--- src/rtl/midi_msg_receiver.sv ---
// midi_msg_receiver
// -----------------------------------------------------------------------------
// Serial MIDI input block: synchroniser -> 8N1 UART receiver -> channel-voice
// message assembler with running status.
//
// Parameters
//   CLKS_PER_BIT  clk cycles per MIDI bit (>= 4)
//   SYNC_STAGES   synchroniser depth on midi_in (>= 2)
//
// Ports
//   clk         system clock
//   rst_n       synchronous active-low reset
//   midi_in     asynchronous serial line, idle high, LSB first
//   byte_data   last correctly framed byte
//   byte_valid  one-cycle pulse when byte_data updates
//   frame_err   one-cycle pulse when a stop bit is sampled low
//   msg_status  status byte of the presented message
//   msg_data1   first data byte
//   msg_data2   second data byte (0 for one-data-byte messages)
//   msg_valid   message presented, held until accepted
//   msg_ready   consumer accept
//   overrun     one-cycle pulse when a completed message is dropped
// -----------------------------------------------------------------------------
module midi_msg_receiver #(
    parameter int CLKS_PER_BIT = 128,
    parameter int SYNC_STAGES  = 2
) (
    input  logic       clk,
    input  logic       rst_n,
    input  logic       midi_in,
    output logic [7:0] byte_data,
    output logic       byte_valid,
    output logic       frame_err,
    output logic [7:0] msg_status,
    output logic [6:0] msg_data1,
    output logic [6:0] msg_data2,
    output logic       msg_valid,
    input  logic       msg_ready,
    output logic       overrun
);

    localparam int CW = $clog2(CLKS_PER_BIT);
    localparam logic [CW-1:0] FULL_M1 = CW'(CLKS_PER_BIT - 1);
    localparam logic [CW-1:0] HALF_M1 = CW'(CLKS_PER_BIT / 2 - 1);

    typedef enum logic [2:0] {
        S_IDLE,
        S_START,
        S_DATA,
        S_STOP,
        S_BREAK
    } rx_state_e;

    // ------------------------------------------------------------------
    // Synchroniser
    // ------------------------------------------------------------------
    logic [SYNC_STAGES-1:0] sync_q;
    logic                   rx_s;

    always_ff @(posedge clk) begin
        if (!rst_n) begin
            sync_q <= '1;
        end else begin
            sync_q <= {sync_q[SYNC_STAGES-2:0], midi_in};
        end
    end

    assign rx_s = sync_q[SYNC_STAGES-1];

    // ------------------------------------------------------------------
    // UART receiver
    // ------------------------------------------------------------------
    rx_state_e     state_q, state_d;
    logic [CW-1:0] timer_q, timer_d;
    logic [2:0]    idx_q, idx_d;
    logic [7:0]    shift_q, shift_d;
    logic [7:0]    byte_data_q, byte_data_d;
    logic          byte_valid_q, byte_valid_d;
    logic          frame_err_q, frame_err_d;

    always_ff @(posedge clk) begin
        if (!rst_n) begin
            state_q      <= S_IDLE;
            timer_q      <= '0;
            idx_q        <= '0;
            shift_q      <= '0;
            byte_data_q  <= '0;
            byte_valid_q <= 1'b0;
            frame_err_q  <= 1'b0;
        end else begin
            state_q      <= state_d;
            timer_q      <= timer_d;
            idx_q        <= idx_d;
            shift_q      <= shift_d;
            byte_data_q  <= byte_data_d;
            byte_valid_q <= byte_valid_d;
            frame_err_q  <= frame_err_d;
        end
    end

    always_comb begin
        state_d      = state_q;
        timer_d      = timer_q + 1'b1;
        idx_d        = idx_q;
        shift_d      = shift_q;
        byte_data_d  = byte_data_q;
        byte_valid_d = 1'b0;
        frame_err_d  = 1'b0;

        case (state_q)
            S_IDLE: begin
                timer_d = '0;
                if (!rx_s) begin
                    state_d = S_START;
                end
            end
            S_START: begin
                // Mid-start-bit check: a line already back high is a glitch.
                if (timer_q == HALF_M1) begin
                    timer_d = '0;
                    idx_d   = '0;
                    state_d = rx_s ? S_IDLE : S_DATA;
                end
            end
            S_DATA: begin
                if (timer_q == FULL_M1) begin
                    timer_d        = '0;
                    shift_d[idx_q] = rx_s;
                    if (idx_q == 3'd7) begin
                        state_d = S_STOP;
                    end else begin
                        idx_d = idx_q + 3'd1;
                    end
                end
            end
            S_STOP: begin
                if (timer_q == FULL_M1) begin
                    timer_d = '0;
                    if (rx_s) begin
                        byte_data_d  = shift_q;
                        byte_valid_d = 1'b1;
                        state_d      = S_IDLE;
                    end else begin
                        frame_err_d = 1'b1;
                        state_d     = S_BREAK;
                    end
                end
            end
            S_BREAK: begin
                // Wait for the line to recover so a held-low line reports once.
                timer_d = '0;
                if (rx_s) begin
                    state_d = S_IDLE;
                end
            end
            default: begin
                state_d = S_IDLE;
                timer_d = '0;
            end
        endcase
    end

    // ------------------------------------------------------------------
    // Message assembler
    // ------------------------------------------------------------------
    logic [7:0] rs_q, rs_d;
    logic       dcnt_q, dcnt_d;
    logic [6:0] part_q, part_d;
    logic [7:0] status_q, status_d;
    logic [6:0] d1_q, d1_d;
    logic [6:0] d2_q, d2_d;
    logic       mvalid_q, mvalid_d;
    logic       overrun_q, overrun_d;

    logic       cmp;
    logic [6:0] c1, c2;

    always_ff @(posedge clk) begin
        if (!rst_n) begin
            rs_q      <= '0;
            dcnt_q    <= 1'b0;
            part_q    <= '0;
            status_q  <= '0;
            d1_q      <= '0;
            d2_q      <= '0;
            mvalid_q  <= 1'b0;
            overrun_q <= 1'b0;
        end else begin
            rs_q      <= rs_d;
            dcnt_q    <= dcnt_d;
            part_q    <= part_d;
            status_q  <= status_d;
            d1_q      <= d1_d;
            d2_q      <= d2_d;
            mvalid_q  <= mvalid_d;
            overrun_q <= overrun_d;
        end
    end

    always_comb begin
        rs_d      = rs_q;
        dcnt_d    = dcnt_q;
        part_d    = part_q;
        status_d  = status_q;
        d1_d      = d1_q;
        d2_d      = d2_q;
        mvalid_d  = mvalid_q;
        overrun_d = 1'b0;
        cmp       = 1'b0;
        c1        = '0;
        c2        = '0;

        // Real-time bytes (0xF8-0xFF) fall through untouched.
        if (byte_valid_q && byte_data_q < 8'hF8) begin
            if (byte_data_q >= 8'hF0) begin
                rs_d   = '0;
                dcnt_d = 1'b0;
            end else if (byte_data_q[7]) begin
                rs_d   = byte_data_q;
                dcnt_d = 1'b0;
            end else if (rs_q != 8'h00) begin
                if (!dcnt_q) begin
                    // 0xC_/0xD_ carry a single data byte.
                    if (rs_q[7:5] == 3'b110) begin
                        cmp = 1'b1;
                        c1  = byte_data_q[6:0];
                    end else begin
                        part_d = byte_data_q[6:0];
                        dcnt_d = 1'b1;
                    end
                end else begin
                    cmp    = 1'b1;
                    c1     = part_q;
                    c2     = byte_data_q[6:0];
                    dcnt_d = 1'b0;
                end
            end
        end

        if (cmp) begin
            if (!mvalid_q || msg_ready) begin
                status_d = rs_q;
                d1_d     = c1;
                d2_d     = c2;
                mvalid_d = 1'b1;
            end else begin
                overrun_d = 1'b1;
            end
        end else if (mvalid_q && msg_ready) begin
            mvalid_d = 1'b0;
        end
    end

    assign byte_data  = byte_data_q;
    assign byte_valid = byte_valid_q;
    assign frame_err  = frame_err_q;
    assign msg_status = status_q;
    assign msg_data1  = d1_q;
    assign msg_data2  = d2_q;
    assign msg_valid  = mvalid_q;
    assign overrun    = overrun_q;

endmodule

--- config.mk ---
export PLATFORM = sky130hd
export DESIGN_NAME = midi_msg_receiver
export DESIGN_NICKNAME = d
export VERILOG_FILES = /design/src/rtl/midi_msg_receiver.sv
export SDC_FILE = /design/constraint.sdc
export NUM_CORES = 1
export LEC_CHECK = 0
export CAP_MARGIN = 20
export CORE_ASPECT_RATIO = 2
export CORE_MARGIN = 4
export CORE_UTILIZATION = 56
export DETAILED_ROUTE_END_ITERATION = 12
export DONT_BUFFER_PORTS = 1
export HOLD_SLACK_MARGIN = 0.1
export PLACE_DENSITY_LB_ADDON = 0.2
export SYNTH_ARGS = -nofsm -noshare
export SYNTH_HDL_FRONTEND = slang
export SYNTH_SLANG_ARGS = --single-unit
export TNS_END_PERCENT = 20
--- constraint.sdc ---
create_clock -name clk -period 1.7 [get_ports clk]
set_input_delay 0.17 -clock clk [delete_from_list [all_inputs] [get_ports clk]]
set_output_delay 0.17 -clock clk [all_outputs]
set_load 0.05 [all_outputs]
==> impl_metrics.toml, run 1 <==
[clocking]
tritoncts = "done"
cts_htree_levels = 3
clk_latency_ps = 340
clk_pin_slew_ps = 70
cts_sinks = 73
root_buffer = "clkbuf_8"
cts_buffer_depth = 2
cts_buffers = 9

[sta]
clock.fmax_mhz = 603
final_max_slew_viol_count = 0
rsz0062_at_grt = "true"
slew_headroom_pct = 61.6
worst_slew_pin_slew_ps = 572
fin_tns_setup_ps = 0
hold_viol = 0
min_period_over_period_pct = 97.6
fin_crit_ps = 1660
setup_violations = 0
whs_ps = 129
skew_ps = 4.08

[route]
drt-met1-wl_mm = 2.46
post_drt_via_cell_ratio = 5.85
ant_nets = 0
post_drt_wl_per_cell_um = 16.0
drt-initial-drc-count = 165
drc_errors = 0
top_layer = "met4"
vias = 2528
wl_mm = 6.90
route.met3.wl_um = 258
wl_met2_mm = 3.98
first_pass_iters = 5

[placement]
hpwl_mm = 5.02
portBuffers = 0
placed_cells = 413
gp_congestion = 0.786

[synthesis]
synth-seq-cells = 73
syn_area_um2 = 3060
synthArstFlopShare_pct = 0
synth_cell_types = 43
yosys_most_used_dff = "dfxtp_1"
syn_nets = 338
synth_top_area_cell = "dfxtp_1"
netlist_top_cells_count = "dfxtp_1, nand2_1, mux2i_1"
seq_area_frac_synth_pct = 47.8
synth_edf_count = 0
syn-instance-count = 331
yosysMostFrequentCell = "dfxtp_1"
yosys.area.top_type_share_pct = 47.8
yosysWarnings = 0
avgSynthCellArea_um2 = 9.24
synthTopCellsByArea = "dfxtp_1, mux2i_1, nand2_1"

[grt]
grt_use_total_pct = 21.9
antenna_found_initial = 0
gr-total-overflow = 0
grt_pass1_wl_mm = 11.3
first_global_vias = 2519
grt_max_degree = 46

[floorplanning]
die_h_um = 113
dieWidth_um = 60.3
ios = 38
core_area_um2 = 5230
dieArea_um2 = 6780
num_rows = 37
initial_utilization_pct = 58.5

[pwr]
power_frac_comb_pct = 2.1
p_sw_share_pct = 20.9
p_total_mw = 2.94
ir_drop_mv = 0.715
seqPwrFrac_pct = 58.5
switchingPower_mw = 0.614
powerDensity_nw_per_um2 = 793
p_int_mw = 2.33
pwr-share-clk_pct = 39.5
cellLeakagePower_nw = 1.32

[worst_setup_path]
r2r_setup_slack_ps = 40
cp-end-kind = "register"
critPathBufInv = 0
path_cells = "ha_1, ha_2, nor4bb_4, o2111ai_2, nand2b_4, o21ai_1"
cp-start-kind = "register"
crit_family = "simple AND/OR/NAND/NOR gates"
worst-endpoint-required_ps = 1970
critPathSlowestCell = "dfxtp_2"
worstPathMaxFanout = 7
crit_type = "reg2reg"
cpPeakStageDelay_ps = 350
cp.arrival_ps = 1930

[status]
status = "completed"

[job]
max-cap-violations = 0

[final_layout]
fillers = 407
final_nets = 378
fin_cells = 432
postLayoutCoreUtil_pct = 71.0
drive_above_1_share_pct = 21.9
syn2layout_area_growth_pct = 21.4
diodes = 0

[min_path]
worst_hold_path_type = "in2reg"
-- kinds of logic (layout without fill, tap and decap cells) --
| logic type | after synthesis | after routing | share of synthesized area (%) |
|---|---|---|---|
| buffers and inverters | 28 | 71 | 3.93 |
| AO/OA/AOI/OAI | 59 | 59 | 12.8 |
| XOR/XNOR | 6 | 6 | 1.72 |
| multiplexers | 34 | 34 | 11.1 |
| AND/OR/NAND/NOR | 128 | 128 | 21.4 |
| adder cells (fa/ha/maj) | 3 | 3 | 1.23 |
| flip-flops | 73 | 73 | 47.8 |
-- cells in the final DEF, fill, tap and decap left out, types with 3 or more instances in the layout --
cell type	netlist	layout
inv_1	5	5
a22oi_1	7	7
mux2i_1	34	34
clkbuf_8	0	11
nand4_1	9	9
o211a_1	4	4
o21ai_0	16	15
dfxtp_1	73	70
nand3_1	19	18
a21oi_1	16	16
a211oi_1	4	4
buf_4	1	46
buf_12	0	4
nor3_1	12	8
nand2b_1	4	3
dfxtp_2	0	3
xnor2_1	5	5
nor3_2	1	4
clkbuf_1	13	3
nor2_1	27	26
nand2_1	38	38
-- through the flow --
step,area (um^2),setup slack [ps]
finish,3710,40.4
detailed placement,3420,-125
floorplan,3060,46.6
global route,3710,-67.6
global placement,3420,-107
CTS,3650,-27.1
-- worst min-delay path: stages --
cell and delay (ps):
nand2_1 50, nor3_1 90, nand2b_4 80, o21ai_1 50
-- per-layer routing --
metal | global-route usage, % | vias up
met5 | 0 | -
met3 | 4.95 | 14
li1 | - | 1261
met4 | 10.5 | 0
met2 | 40.5 | 52
met1 | 21.3 | 1201
-- power by group through the flow --
stage	clock, mW	sequential [mW]	combinational (mW)
after detailed placement	0	1.76	0.0353
after global routing	1.26	1.72	0.0671
after CTS	1.19	1.72	0.0605
after floorplan	0	1.76	0.0419
after global placement	0	1.76	0.0341
final	1.16	1.72	0.0614
-- path summary, 6_finish.rpt --
| check | from | depth (start not counted) | end |
|---|---|---|---|
| max | idx_q[0]$_SDFFE_PN0P_ | 6 | idx_q[0]$_SDFFE_PN0P_ |
| min | rst_n | 4 | idx_q[0]$_SDFFE_PN0P_ |
| max reg2reg | idx_q[0]$_SDFFE_PN0P_ | 6 | idx_q[0]$_SDFFE_PN0P_ |
| min reg2reg | sync_q[0]$_SDFF_PN1_ | 1 | sync_q[1]$_SDFF_PN1_ |
-- state kept, by name (all words and copies together), names as in the netlist, 2 cells and up --
register / count
sync_q: 2
state_q: 3
idx_q: 3
msg_status: 8
msg_data2: 7
rs_q: 8
msg_data1: 7
shift_q: 8
timer_q: 7
part_q: 7
byte_data: 8
-- repair_timing --
action,4_1_cts,5_1_grt
resized for setup,4,13
hold buffers,3,0
endpoints found under the hold margin,37,0
endpoints found under the setup margin,17,32
pin swaps,1,4
setup buffers,0,2
-- final cells by class --
class,count,area (um^2),area share [%]
clock buffer,14,163,4.38
tap,58,72.6,1.95
inverter,5,18.8,0.505
sequential,73,1470,39.5
multi-input combinational,230,1550,41.7
timing repair buffer,52,445,12.0
Note: power is estimated with default switching activity, not from simulation.
==> run 2: changes to the inputs <==
--- a/config.mk
+++ b/config.mk
@@ -13,6 +13,7 @@
 export DONT_BUFFER_PORTS = 1
 export HOLD_SLACK_MARGIN = 0.1
 export PLACE_DENSITY_LB_ADDON = 0.2
+export RECOVER_POWER = 25
 export SYNTH_ARGS = -nofsm -noshare
 export SYNTH_HDL_FRONTEND = slang
 export SYNTH_SLANG_ARGS = --single-unit
==> run 2 against run 1 <==
Net effect:
- maximum frequency fell by 0.37%
- wire length is 0.80% higher
- first-iteration DRC count down 16%
- clock skew is essentially flat
- combinational power about the same
- largest power group unchanged
==> impl_metrics.toml, run 2 (synthesis results as in run 1) <==
[worst_setup_path]
rr_worst_depth = 4
path_cells = "or4b_1, nor3_1, mux2i_1, nor2_1"
cp.arrival_ps = 1890
path_depth = 4
crit_type = "reg2reg"
critPathSlowestCell = "or4b_1"
cp-start-kind = "register"
crit_family = "simple AND/OR/NAND/NOR gates"
worstPathMaxFanout = 8
cp-end-kind = "register"
critPathBufInv = 0
cpPeakStageDelay_ps = 570
worst-endpoint-required_ps = 1920

[floorplanning]
dieWidth_um = 60.3
core_area_um2 = 5230
die_h_um = 113
dieArea_um2 = 6780
num_rows = 37
ios = 38
initial_utilization_pct = 58.5

[status]
status = "completed"

[pwr]
switchingPower_mw = 0.615
p_int_mw = 2.33
seqPwrFrac_pct = 58.5
p_sw_share_pct = 20.9
powerDensity_nw_per_um2 = 806
pwr-share-clk_pct = 39.4
power_frac_comb_pct = 2.1
ir_drop_mv = 0.718
cellLeakagePower_nw = 1.26

[route]
wl_mm = 6.95
vias = 2535
ant_nets = 0
post_drt_wl_per_cell_um = 16.1
drc_errors = 0
first_pass_iters = 4
post_drt_via_cell_ratio = 5.87
drt-initial-drc-count = 138

[final_layout]
final_cell_mix = "dfxtp_1, nand2_1, mux2i_1"
final_area_um2 = 3650
drive_above_1_share_pct = 17.9
diodes = 0
final_common_cell = "dfxtp_1"
final_nets = 378
syn2layout_area_growth_pct = 19.4

[sta]
fin_tns_setup_ps = 0
min_period_over_period_pct = 98.0
fin_crit_ps = 1670
clock.fmax_mhz = 600
whs_ps = 129
final_max_slew_viol_count = 0
rsz0062_at_grt = "true"
worst_slew_pin_slew_ps = 708
setup_violations = 0
slew_headroom_pct = 52.8
skew_ps = 4.18
hold_viol = 0

[min_path]
hold_depth = 4
worst_hold_path_type = "in2reg"

[grt]
gr-total-overflow = 0
first_global_vias = 2519
grt_use_total_pct = 21.9
antenna_found_initial = 0
grt_max_degree = 46
grt_pass1_wl_mm = 11.3

[clocking]
root_buffer = "clkbuf_8"
clk_pin_slew_ps = 70
cts_sinks = 73
tritoncts = "done"
clk_latency_ps = 340
cts_buffer_depth = 2
cts_buffers = 9
cts_htree_levels = 3

[placement]
dpl_cell_area_um2 = 3420
hpwl_mm = 5.02
gp_congestion = 0.786
portBuffers = 0

[job]
max-cap-violations = 0
run 2: changes by cell type in the layout (fill, tap and decap cells not counted):
| cell | before | now |
|---|---|---|
| buf_4 | 46 | 29 |
| clkbuf_2 | 0 | 2 |
| clkbuf_1 | 3 | 18 |
run 2: metrics by stage:
stage | total power [mW] | instances | setup WS [ps] | utilization (%)
2_1_floorplan | 1.80 | 331 | 46.6 | -
3_5_place_dp | 1.79 | 413 | -125 | 65.4
5_1_grt | 3.05 | 432 | -67.6 | 69.8
3_3_place_gp | 1.79 | 413 | -107 | 65.4
6_report | 2.94 | 432 | 34.3 | 69.8
4_1_cts | 2.98 | 430 | -27.1 | 69.7
run 2: routing by layer:
metal / share of wire [%] / vias to the layer above / global-route usage, % / wire, um
met5: 0 / - / 0 / 0
met1: 36 / 1207 / 21.3 / 2470
met4: 2.8 / 0 / 10.5 / 198
met3: 4.1 / 14 / 4.95 / 283
li1: - / 1263 / - / -
met2: 57 / 51 / 40.5 / 4000
run 2: what timing repair did:
item	in CTS	in global routing
setup buffers	0	2
setup endpoints to repair	17	32
endpoints found under the hold margin	37	0
pin swaps	1	4
hold buffers	3	0
gates cloned	0	0
gates resized for setup	4	13
run 2: cell type report:
type,count,area (um^2)
Multi-Input combinational cell,230,1550
Sequential cell,73,1470
Fill cell,427,1580
Clock buffer,14,163
Inverter,5,18.8
Tap cell,58,72.6
Timing Repair Buffer,52,384
run 2: power groups by stage:
stage | combinational, mW | clock [mW] | sequential [mW]
after floorplan | 0.0419 | 0 | 1.76
after global placement | 0.0341 | 0 | 1.76
after detailed placement | 0.0353 | 0 | 1.76
after CTS | 0.0605 | 1.19 | 1.72
after global routing | 0.0671 | 1.26 | 1.72
final | 0.0616 | 1.16 | 1.72
run 2: worst paths after layout:
kind	slack [ps]	endpoint	startpoint
worst max-delay path	30	shift_q[6]$_SDFFE_PN0P_	state_q[0]$_SDFFE_PN0P_
worst min-delay path	130	idx_q[0]$_SDFFE_PN0P_	rst_n
worst max register to register	30	shift_q[6]$_SDFFE_PN0P_	state_q[0]$_SDFFE_PN0P_
worst min register to register	410	sync_q[1]$_SDFF_PN1_	sync_q[0]$_SDFF_PN1_
run 2: worst min-delay path: stages:
cell	delay [ps]
nand2_1	50
nor3_1	90
nand2b_4	80
o21ai_1	50
==> run 3: changes to the inputs <==
==> constraint.sdc (replaced) <==
create_clock -name clk -period 1.7 [get_ports clk]
set_input_delay 0.17 -clock clk [delete_from_list [all_inputs] [get_ports clk]]
set_output_delay 0.17 -clock clk [all_outputs]
set_load 0.1 [all_outputs]
==> run 3 against run 2 <==
Net effect:
- register-to-register slack got worse by 30 ps
- sequential cell count is the same
- clock power fell by 4%
- highest routed layer unchanged
- final area rose by 0.14%
==> impl_metrics.toml, run 3 (synthesis results as in run 1) <==
[status]
status = "completed"

[min_path]
hold_depth = 2
worst_hold_path_type = "in2reg"

[worst_setup_path]
worst-endpoint-required_ps = 1960
cp.arrival_ps = 1950
cp_common_cell = "ha_1"
cpPeakStageDelay_ps = 350
critPathSlowestCell = "dfxtp_2"
path_cells = "ha_1, ha_1, nor4bb_2, o2111ai_2, nand2b_1, o21ai_1"
worstPathMaxFanout = 7
cp-end-kind = "register"
rr_worst_depth = 6
cp-start-kind = "register"
crit_type = "reg2reg"

[clocking]
root_buffer = "clkbuf_8"
cts_sinks = 73
clk_latency_ps = 340
cts_htree_levels = 3
cts_buffer_depth = 2
tritoncts = "done"
cts_buffers = 9
clk_pin_slew_ps = 70
postCtsSetupRepairBufs = 0

[floorplanning]
ios = 38
dieArea_um2 = 6780
core_area_um2 = 5230
initial_utilization_pct = 58.5
dieWidth_um = 60.3
die_h_um = 113
num_rows = 37

[final_layout]
syn2layout_area_growth_pct = 19.6
final_nets = 378
fin_cells = 432
final_cell_mix = "dfxtp_1, buf_4, nand2_1"
drive_above_1_share_pct = 21.7
final_common_cell = "dfxtp_1"
multi_input_area_um2 = 1520
postLayoutCoreUtil_pct = 69.9
diodes = 0
fillers = 435
regArea_um2 = 1480

[grt]
use_met3_pct = 4.26
first_global_vias = 2558
grt_pass1_wl_mm = 11.7
antenna_found_initial = 0
grt-busiest-layer = "met2"
grt_use_total_pct = 22.9
gr-usage-met2_pct = 41.5
met1_usage_pct = 21.6
grt_max_degree = 45
gr-total-overflow = 0

[route]
wl_mm = 6.96
post_drt_via_cell_ratio = 5.94
vias = 2566
post_drt_wl_per_cell_um = 16.1
drt-initial-drc-count = 144
ant_nets = 0
drc_errors = 0
first_pass_iters = 4

[sta]
fin_crit_ps = 1690
hold_viol = 0
setup_violations = 0
skew_ps = 3.79
postLayoutSetupSlackWorst_ps = 8.95
final_max_slew_viol_count = 0
worst_slew_pin_slew_ps = 634
rsz0062_at_grt = "true"
min_period_over_period_pct = 99.5
slew_headroom_pct = 57.5
clock.fmax_mhz = 591

[pwr]
powerDensity_nw_per_um2 = 790
ir_drop_mv = 0.701
cellLeakagePower_nw = 1.32

[placement]
gp_congestion = 0.785
placed_cells = 415
place_ws_ps = -91.6
portBuffers = 0
hpwl_mm = 5.03

[job]
max-cap-violations = 0
## run 3: cell types whose count changed in the layout (fill, tap and decap cells not counted), moves of 2 or more
cell / delta
clkbuf_1: -15
buf_12: -2
nor3_1: +4
clkbuf_2: -2
dfxtp_2: +5
dfxtp_1: -6
buf_4: +19
nor3_2: -4
## run 3: power by group
group / leakage, nW / internal (mW) / switching [mW]
registers: 0.593 / 1.71 / 0.00589
clock network: 0.0794 / 0.553 / 0.553
logic: 0.649 / 0.0205 / 0.0433
total: 1.32 / 2.29 / 0.602
## run 3: layer usage
layer	routed length [um]	vias up
met3	287	19
met1	2420	1218
met5	0	-
met4	273	0
met2	3980	65
li1	-	1264
## run 3: cell type report
class                           instances  share of cell area, %
Clock buffer                           13                   4.07
Sequential cell                        73                   40.3
Clock inverter                          1                  0.137
Timing Repair Buffer                   52                   11.5
Tap cell                               58                   1.98
Inverter                                5                  0.513
Multi-Input combinational cell        230                   41.5
## run 3: worst paths after layout
path                              start                     to  slack, ps
hold / removal                msg_ready     overrun$_SDFF_PN0_        180
setup reg to reg  idx_q[0]$_SDFFE_PN0P_  idx_q[0]$_SDFFE_PN0P_          9
hold reg to reg    sync_q[0]$_SDFF_PN1_   sync_q[1]$_SDFF_PN1_        420
setup / recovery  idx_q[0]$_SDFFE_PN0P_  idx_q[0]$_SDFFE_PN0P_          9
## run 3: worst max-delay path, delay by kind of cell (launching register included)
kind	cells	cell delay (ps)
compound gates	2	350
flops	1	350
simple gates	2	530
fa+ha+maj	2	400
## run 3: repair_timing
| action | in CTS | in global routing |
|---|---|---|
| endpoints found under the setup margin | 3 | 22 |
| pin swaps | 2 | 3 |
| endpoints found under the hold margin | 31 | 0 |
| hold buffers | 3 | 0 |
| gates cloned | 0 | 0 |
| gates resized for setup | 5 | 5 |
## run 3: through the flow
step                      setup TNS [ps]  power, mW  area [um^2]  hold slack [ps]
final                                  0       2.89         3660              178
after floorplan                        0       1.80         3070              271
after global routing               -28.1       3.01         3660              188
after global placement                 0       1.79         3420              248
after CTS                              0       2.93         3630              124
after detailed placement            -115       1.79         3420              251
